$ cat config.mk
export PLATFORM = sky130hd
export DESIGN_NAME = mem_stage
export DESIGN_NICKNAME = d
export VERILOG_FILES = /design/src/rtl/mem_pkg.sv /design/src/rtl/mem_ctrl.sv /design/src/rtl/mem_stage.sv
export SDC_FILE = /design/constraint.sdc
export NUM_CORES = 1
export LEC_CHECK = 0
export CAP_MARGIN = 20
export CELL_PAD_IN_SITES_DETAIL_PLACEMENT = 0
export CELL_PAD_IN_SITES_GLOBAL_PLACEMENT = 1
export CORE_AREA = 2 2 235 237
export DETAILED_ROUTE_END_ITERATION = 8
export DIE_AREA = 0 0 237 239
export HOLD_SLACK_MARGIN = 0.03
export PLACE_DENSITY = 0.76
export SYNTH_ARGS = -nofsm -noshare
export SYNTH_HDL_FRONTEND = slang
export SYNTH_HIERARCHICAL = 1
export SYNTH_SLANG_ARGS = --single-unit
$ cat constraint.sdc
create_clock -name clk -period 5.84 [get_ports clk]
set_input_delay 0.876 -clock clk [delete_from_list [all_inputs] [get_ports clk]]
set_output_delay 0.876 -clock clk [all_outputs]
set_load 0.03 [all_outputs]
$ cat src/rtl/mem_pkg.sv
// Shared types for the LEGv8 memory stage: pipeline register layouts and
// the data-memory controller state encoding.
package mem_pkg;

  localparam int DATA_W     = 64;
  localparam int REG_ADDR_W = 5;

  typedef enum logic [0:0] {
    IDLE = 1'b0,
    WAIT = 1'b1
  } mem_state_t;

  typedef struct packed {
    logic                  valid;
    logic                  mem_read;
    logic                  mem_write;
    logic                  branch;
    logic                  reg_write;
    logic                  mem_to_reg;
    logic                  zero;
    logic [REG_ADDR_W-1:0] rd;
    logic [DATA_W-1:0]     alu_result;
    logic [DATA_W-1:0]     write_data;
    logic [DATA_W-1:0]     pc_branch;
  } ex_mem_t;

  typedef struct packed {
    logic                  valid;
    logic                  reg_write;
    logic                  mem_to_reg;
    logic                  bus_err;
    logic [REG_ADDR_W-1:0] rd;
    logic [DATA_W-1:0]     alu_result;
    logic [DATA_W-1:0]     read_data;
  } mem_wb_t;

  function automatic logic is_memop(input logic valid, input logic rd, input logic wr);
    return valid & (rd | wr);
  endfunction

endpackage

$ cat src/rtl/mem_ctrl.sv
// Data-memory request/acknowledge controller with a bounded wait window.
//   state | meaning
//   IDLE  | no access outstanding, or an access completing this cycle
//   WAIT  | request issued in an earlier cycle, still waiting for dm_ack
module mem_ctrl
  import mem_pkg::*;
#(
  parameter int TIMEOUT = 16
) (
  input  logic clk,
  input  logic reset,
  input  logic memop,
  input  logic dm_ack,
  output logic dm_req,
  output logic stall,
  output logic abort
);

  localparam int CNT_W = (TIMEOUT > 2) ? $clog2(TIMEOUT) : 1;
  localparam logic [CNT_W-1:0] CNT_LAST = CNT_W'(TIMEOUT - 1);

  mem_state_t       state, state_nxt;
  logic [CNT_W-1:0] wait_cnt, cnt_nxt;

  always_ff @(posedge clk) begin
    if (reset) begin
      state    <= IDLE;
      wait_cnt <= '0;
    end else begin
      state    <= state_nxt;
      wait_cnt <= cnt_nxt;
    end
  end

  always_comb begin
    state_nxt = state;
    cnt_nxt   = wait_cnt;
    case (state)
      IDLE: begin
        if (dm_req && !dm_ack) begin
          state_nxt = WAIT;
          cnt_nxt   = CNT_W'(1);
        end
      end
      WAIT: begin
        // a dropped memop only happens across reset, but never strand the FSM
        if (!memop || dm_ack || abort) begin
          state_nxt = IDLE;
          cnt_nxt   = '0;
        end else begin
          cnt_nxt = wait_cnt + 1'b1;
        end
      end
    endcase
  end

  // abort uses memop rather than dm_req to avoid a combinational loop
  always_comb begin
    abort  = (state == WAIT) && (wait_cnt == CNT_LAST) && !dm_ack && memop;
    dm_req = memop & ~abort;
    stall  = memop & ~dm_ack & ~abort;
  end

endmodule

$ cat src/rtl/mem_stage.sv
// LEGv8 memory stage: EX/MEM register, branch resolution, data-memory
// access control with timeout, and the MEM/WB register.
module mem_stage
  import mem_pkg::*;
#(
  parameter int N       = DATA_W,
  parameter int TIMEOUT = 16
) (
  input  logic                  clk,
  input  logic                  reset,
  input  logic                  valid_E,
  input  logic                  flush_E,
  input  logic [N-1:0]          aluResult_E,
  input  logic [N-1:0]          writeData_E,
  input  logic [N-1:0]          PCBranch_E,
  input  logic                  zero_E,
  input  logic                  MemRead_E,
  input  logic                  MemWrite_E,
  input  logic                  Branch_E,
  input  logic                  RegWrite_E,
  input  logic                  MemtoReg_E,
  input  logic [REG_ADDR_W-1:0] rd_E,
  output logic [N-1:0]          dm_addr,
  output logic [N-1:0]          dm_wdata,
  output logic                  dm_req,
  output logic                  dm_we,
  input  logic [N-1:0]          dm_rdata,
  input  logic                  dm_ack,
  output logic                  PCSrc_M,
  output logic [N-1:0]          PCBranch_M,
  output logic                  stall_M,
  output logic [N-1:0]          readData_W,
  output logic [N-1:0]          aluResult_W,
  output logic [REG_ADDR_W-1:0] rd_W,
  output logic                  RegWrite_W,
  output logic                  MemtoReg_W,
  output logic                  valid_W,
  output logic                  bus_err_W
);

  ex_mem_t m_q;
  mem_wb_t w_q;
  logic    memop_m;
  logic    abort;
  logic    advance;
  logic    ack_ok;

  assign memop_m = is_memop(m_q.valid, m_q.mem_read, m_q.mem_write);

  mem_ctrl #(.TIMEOUT(TIMEOUT)) u_ctrl (
    .clk    (clk),
    .reset  (reset),
    .memop  (memop_m),
    .dm_ack (dm_ack),
    .dm_req (dm_req),
    .stall  (stall_M),
    .abort  (abort)
  );

  assign advance = ~stall_M;
  // an ack with no request outstanding carries no data
  assign ack_ok  = dm_ack & dm_req;

  always_ff @(posedge clk) begin
    if (reset) begin
      m_q <= '0;
    end else if (advance) begin
      m_q.valid      <= valid_E & ~flush_E;
      m_q.mem_read   <= MemRead_E;
      m_q.mem_write  <= MemWrite_E;
      m_q.branch     <= Branch_E;
      m_q.reg_write  <= RegWrite_E;
      m_q.mem_to_reg <= MemtoReg_E;
      m_q.zero       <= zero_E;
      m_q.rd         <= rd_E;
      m_q.alu_result <= aluResult_E;
      m_q.write_data <= writeData_E;
      m_q.pc_branch  <= PCBranch_E;
    end
  end

  assign dm_we      = m_q.valid & m_q.mem_write;
  assign dm_addr    = m_q.alu_result;
  assign dm_wdata   = m_q.write_data;
  assign PCSrc_M    = m_q.valid & m_q.branch & m_q.zero;
  assign PCBranch_M = m_q.pc_branch;

  // a stalled M stage feeds a bubble into W; data fields simply hold
  always_ff @(posedge clk) begin
    if (reset) begin
      w_q <= '0;
    end else if (advance) begin
      w_q.valid      <= m_q.valid;
      w_q.reg_write  <= m_q.reg_write & m_q.valid & ~abort;
      w_q.mem_to_reg <= m_q.mem_to_reg;
      w_q.rd         <= m_q.rd;
      w_q.alu_result <= m_q.alu_result;
      w_q.read_data  <= (m_q.mem_read && ack_ok) ? dm_rdata : '0;
      w_q.bus_err    <= abort;
    end else begin
      w_q.valid     <= 1'b0;
      w_q.reg_write <= 1'b0;
      w_q.bus_err   <= 1'b0;
    end
  end

  assign valid_W     = w_q.valid;
  assign RegWrite_W  = w_q.reg_write;
  assign MemtoReg_W  = w_q.mem_to_reg;
  assign bus_err_W   = w_q.bus_err;
  assign rd_W        = w_q.rd;
  assign aluResult_W = w_q.alu_result;
  assign readData_W  = w_q.read_data;

endmodule
==> summary.md, run 1 <==
| Metric | Value |
|---|---|
| Seq/Total Area, Yosys | 0.483 |
| Worst hold path class | flip-flop to flip-flop |
| Worst path slowest cell | clkdlybuf4s50_1 |
| Maximum VDD drop | 0.000193 V |
| Fmax | about 250 MHz |
| DRT Pass-1 Iters | 4 |
| Synthesis-to-finish area growth | 43.3% |
| Post-Syn Area | about 14,000 µm² |
| Die Wd | 237 µm |
| Final setup fails | 0 |
| Register bit count reported by yosys | 346 |
| Routed Antenna Nets | 0 |
| Startpoint types | flip-flop |
| Max Root-Sink Buffers | 3 |
| Max-cap viol count | 0 |
| Top cells by count, synth | 346 x dfxtp_1, 275 x nor2_1, 273 x mux2i_1, 202 x buf_4, 67 x nand4_1 |
| Worst EP required | slightly below 5 ns |
| RSZ-0062 raised after global routing | false |
| Hpwl dp | 28.7 mm |
| Largest net degree at the start of global routing | 136 |
| Post-synth ARST share | 0 |
| Crit path buf inv count | 1 |
| Synth Instances | 1,346 |
| Synth cell types | 30 |
| Final count of hold timing violations | 0 |
| Clock Latency Late Sink | 0.54 ns |
| Area leader, netlist | dfxtp_1 |
| Worst Skew | 0.0154 ns |
| CTS Hold Bufs | 0 |
| Nature of the critical path endpoint | primary output |
| Count leader, synth | dfxtp_1 |
| I/O Buffers | 604 |
| Final Util | 0.378 |
| Vias in the first global route | approximately 11,000 |
| Max_slew headroom | 0.286 |
| Avg Vias per Cell | 4.30 |
| DRT Wirelength | 40.4 mm |
| Crit-path cells | o21a_1 > nor2b_1 > and2_4 > clkdlybuf4s50_1 |
| Status | complete, no violations |
| CTS root buffer | clkbuf_16 |
| Total grt overflow | 0 |
| Yosys synthesis warning count | 6 |
| Crit-path max cell delay | 0.83 ns |
| Initial antenna violation count | 0 |
| Htree depth | 2 |
| Top delay family on crit path | simple AND/OR/NAND/NOR gates |
| Final GP Congestion | between 0.7 and 0.8 |
| Sink Count | 346 |
| Chip height | 239 µm |
| I/O pin count | 605 |
| Yosys top cell area share | 0.483 |
| Final net count | approximately 2,000 |
| # DRC | 0 |
| Clk slew on worst S/H paths | about 0.06 ns |
| Setup WS pre-CTS | 2.00 ns |
| Syn_area_per_cell | 10.7 µm² |
| Syn_nets | around 1,600 |
| Layout cell share with drive strength beyond 1 | 0.0792 |
| Critical path type | flip-flop to primary output |
| Fillers | 5,328 |
| CTS tree | yes |
| Synth area leaders | dfxtp_1 48%, mux2i_1 19%, buf_4 11% |
| Pwr dens | 279 nW/µm² |
| Worst Path Arrival | 3.12 ns |
| Setup TNS | 0 ns |
| CTS buffer count | 40 |
| Max Slew Vio Count | 0 |
| Core area | 54,300 µm² |
| Post_cts resized | 0 |
| Ys flop type | dfxtp_1 |
| Crit path max fanout | 50 |
| Final Cycle Share | 0.684 |
| Cell Rows | 86 |
| Slew @ Worst Pin | 1.07 ns |
| WL/cell | 16.5 µm |
| EDFF count, synth | 0 |
| DRT iter0 DRCs | 393 |
| Pleak | 7.17 nW |
| GRT Resource Usage Total | 0.135 |
| First-pass GRT wire length | between 60 and 70 mm |
| Post-CTS Setup Repair Bufs | 0 |
| Die footprint | 56,600 µm² |
| Number of diodes | 0 |
| Hold slack | 0.471 ns |
| Final worst slack | 1.85 ns |
| Minimum clock period | ~4.0 ns |
| DR vias | 10,500 |
| Starting Density | 0.264 |
area by class of cell:
type | instances | area, µm² | area share
clock buffers | 62 | 1180 | 0.0576
clock inverters | 9 | 85.1 | 0.00414
inverters | 1 | 3.75 | 0.000183
multi-input cells | 710 | 5340 | 0.260
flip-flops and latches | 346 | 6930 | 0.337
well taps | 704 | 881 | 0.0428
repair buffers | 614 | 6140 | 0.299
kinds of logic (layout without fill, tap and decap cells):
group / Yosys count / count (layout) / synth area share
adders and majority gates: 1 / 1 / 0.000872
DFF: 346 / 346 / 0.483
muxes: 273 / 273 / 0.190
buffers and inverters: 290 / 686 / 0.146
AOI/OAI and AO/OA: 71 / 71 / 0.0683
and+or+nand+nor: 365 / 365 / 0.111
per-layer routing:
metal  global-route usage  wire length (µm)
met5                    0                 0
met4               0.0449               981
met3               0.0401              2800
met2                0.243             20700
met1                0.151             15900
final timing paths:
check,start,to,slack (ns),cells past startpoint
worst max-delay path,m_q[203],stall_M,1.85,4
worst max register to register,m_q[203],readData_W[31],2.57,7
worst min register to register,readData_W[38],readData_W[38],0.47,1
worst min-delay path,readData_W[38],readData_W[38],0.47,1
report_power, final:
part	switching, mW	total (mW)	internal, mW
logic	0.409	0.802	0.393
registers	0.0626	2.53	2.47
clock network	0.976	2.42	1.44
total	1.45	5.75	4.30
metrics by stage:
stage	instance area [µm²]	total power, mW	instances
after floorplan	14400	3.06	1346
after global placement	19300	3.38	2375
after detailed placement	19300	3.39	2375
after CTS	20600	5.85	2446
after global routing	20600	5.99	2446
final	20600	5.75	2446
sequential cells by signal, indices dropped and copies added, names as in the netlist, 4 cells and up:
signal,flops
aluResult_W,64
m_q,12
readData_W,64
u_ctrl/wait_cnt,4
dm_wdata,64
dm_addr,64
rd_W,5
PCBranch_M,64
cell usage in the layout, fill, tap and decap left out, types with 4 or more instances in the layout:
master           count
buf_4                8
nand3_1              4
nand4_1             67
clkbuf_1            13
nor2_1             275
clkbuf_16           41
mux2i_1            273
dfxtp_1            345
clkbuf_8             9
clkdlybuf4s50_1    602
o2bb2ai_2           60
clkinv_2             4
Power figures use the tool's default switching activity.
==> run 2: changes to the inputs <==
--- a/config.mk
+++ b/config.mk
@@ -8,11 +8,11 @@
 export CAP_MARGIN = 20
 export CELL_PAD_IN_SITES_DETAIL_PLACEMENT = 0
 export CELL_PAD_IN_SITES_GLOBAL_PLACEMENT = 1
-export CORE_AREA = 2 2 235 237
+export CORE_AREA = 2 2 233 235
 export DETAILED_ROUTE_END_ITERATION = 8
-export DIE_AREA = 0 0 237 239
+export DIE_AREA = 0 0 235 237
 export HOLD_SLACK_MARGIN = 0.03
-export PLACE_DENSITY = 0.76
+export PLACE_DENSITY = 0.8
 export SYNTH_ARGS = -nofsm -noshare
 export SYNTH_HDL_FRONTEND = slang
 export SYNTH_HIERARCHICAL = 1
==> constraint.sdc (replaced) <==
create_clock -name clk -period 3.4 [get_ports clk]
set_input_delay 0.51 -clock clk [delete_from_list [all_inputs] [get_ports clk]]
set_output_delay 0.51 -clock clk [all_outputs]
set_load 0.03 [all_outputs]
==> run 2 against run 1 <==
Against the previous run:
- sequential share of layout area down 0.23 points
- clock skew is 0.0037 ns higher
- utilization up 1.0 points
- final cell count decreased by 0.29%
- via count is 0.93% higher
- combinational power grew 72%
- routed wire length fell by 0.97%
- final area rose by 0.68%
- critical path type unchanged
==> summary.md, run 2 (synthesis gave the netlist of run 1 again) <==
| Metric | Value |
|---|---|
| Final worst slack | 0.338 ns (-1.51 ns) |
| Number of diodes | 0 (unchanged) |
| Area of the multi-input gates | 5340 µm² (unchanged) |
| Setup WS pre-CTS | 0.648 ns (-1.35 ns) |
| Post-route insts no fill | 2,439 (-0.29%) |
| Worst Skew | 0.0191 ns (+0.00369 ns) |
| Minimum clock period | 3.06 ns |
| Core area | 53,300 µm² (-1.9%) |
| Vias in the first global route | 10,400 (-1.3%) |
| Post_cts resized | 0 (unchanged) |
| I/O pin count | 605 (unchanged) |
| DRT Pass-1 Iters | 4 (unchanged) |
| Worst hold path class | input pin to flip-flop |
| DRT iter0 DRCs | 411 (+4.6%) |
| CTS Hold Bufs | 0 (unchanged) |
| Crit path max fanout | 6 (-88%) |
| Initial antenna violation count | 0 (unchanged) |
| Synthesis-to-finish area growth | 44.3% |
| Fillers | 5,218 (-2.1%) |
| DRT Wirelength | 40.0 mm (-0.97%) |
| Cell Rows | 85 (-1.2%) |
| Worst EP required | 2.89 ns (-2.07 ns) |
| Largest net degree at the start of global routing | 170 (+25%) |
| Clk slew on worst S/H paths | 0.06 ns (about the same) |
| Final count of hold timing violations | 0 (unchanged) |
| Hpwl dp | 28.1 mm (-1.8%) |
| Chip height | 237 µm (-0.84%) |
| Clock Latency Late Sink | 0.54 ns (about the same) |
| GRT Resource Usage Total | 0.135 (+0.000744) |
| Max Root-Sink Buffers | 3 (unchanged) |
| Status | complete, no violations |
| CTS root buffer | clkbuf_16 |
| FF-to-FF Start | m_q[203] |
| First-pass GRT wire length | 60.6 mm (-0.54%) |
| Pleak | 7.24 nW (+0.94%) |
| RSZ-0062 raised after global routing | false |
| Die Wd | 235 µm (-0.84%) |
| Sequential Area | 6930 µm² (unchanged) |
| Nature of the critical path endpoint | primary output |
| I/O Buffers | 604 (unchanged) |
| Pwr dens | 486 nW/µm² (+74%) |
| Final GP Congestion | 0.817 (+4.1%) |
| Post-CTS Setup Repair Bufs | 0 (unchanged) |
| Fmax | 327 MHz |
| Setup TNS | 0 ns (unchanged) |
| Layout cell share with drive strength beyond 1 | 0.0820 (+0.00282) |
| Max-cap viol count | 0 (unchanged) |
| Crit path launch | m_q[203] |
| Min-delay src | reset |
| Die footprint | 55,700 µm² (-1.7%) |
| Placed cells | 2,370 (-0.21%) |
| Commonest non-fill, non-tap cell in the layout | clkdlybuf4s50_1 |
| Sink Count | 346 (unchanged) |
| Starting Density | 0.269 (+0.00524) |
| Max Slew Vio Count | 0 (unchanged) |
| Routed Antenna Nets | 0 (unchanged) |
| Most frequent cells in the layout | 602 x clkdlybuf4s50_1, 345 x dfxtp_1, 275 x nor2_1, 273 x mux2i_1, 67 x nand4_1 |
| Maximum VDD drop | 0.000297 V (+54%) |
| Max_slew headroom | 0.474 (+0.188) |
| # DRC | 0 (unchanged) |
| DR vias | 10,600 (+0.93%) |
| Final net count | 1,988 (+0.10%) |
| Final Cycle Share | 0.901 |
| Total power | 10.1 mW (+75%) |
| CTS tree | yes |
| Htree depth | 2 (unchanged) |
| Slew @ Worst Pin | 0.789 ns (-0.282 ns) |
| Critical path type | flip-flop to primary output |
| CTS buffer count | 39 (-2.5%) |
| Final setup fails | 0 (unchanged) |
| Startpoint types | flip-flop |
| Avg Vias per Cell | 4.35 (+1.2%) |
| Total grt overflow | 0 (unchanged) |
| Worst Path Arrival | 2.55 ns (-0.57 ns) |
| WL/cell | 16.4 µm (-0.68%) |
run 2: cell count changes in the layout (fill, tap and decap cells not counted), sizes merged:
cell,before,now
bufinv,1,2
buf,11,14
inv,4,3
clkbuf,63,65
clkinv,5,1
run 2: path summary, 6_finish.rpt:
check | endpoint | cells past startpoint | slack (ns)
max reg2reg | readData_W[4] | 7 | 0.74
max | stall_M | 4 | 0.34
min | m_q[203] | 2 | 0.28
min reg2reg | readData_W[13] | 1 | 0.47
run 2: per-stage QoR:
stage / utilization / hold slack [ns] / cell area (µm²)
2_1_floorplan: - / 0.451 / 14400
3_3_place_gp: 0.364 / 0.453 / 19400
3_5_place_dp: 0.364 / 0.451 / 19400
4_1_cts: 0.389 / 0.244 / 20700
5_1_grt: 0.389 / 0.263 / 20700
6_report: 0.389 / 0.276 / 20700
run 2: layout make-up:
type,instances,area share
sequential,346,0.335
multi-input combinational,710,0.258
timing repair buffer,617,0.301
clock inverter,5,0.00399
tap,696,0.0421
clock buffer,64,0.0605
inverter,1,0.000181
run 2: where the power goes:
| part | total [mW] | internal, mW | switching, mW |
|---|---|---|---|
| combinational | 1.38 | 0.681 | 0.701 |
| sequential | 4.34 | 4.24 | 0.106 |
| clock | 4.33 | 2.66 | 1.67 |
run 2: per-layer routing:
metal	GRT usage	up-vias	part of all wire
li1	-	5131	-
met1	0.155	5041	0.40
met2	0.239	376	0.50
met3	0.0405	68	0.072
met4	0.0464	0	0.028
met5	0	-	0
run 2: critical path: stages, from the launching register on:
cell and delay, ns:
dfxtp_1 0.40, o21a_1 0.19, nor2b_1 0.42, and2_4 0.28
clkdlybuf4s50_1 0.73
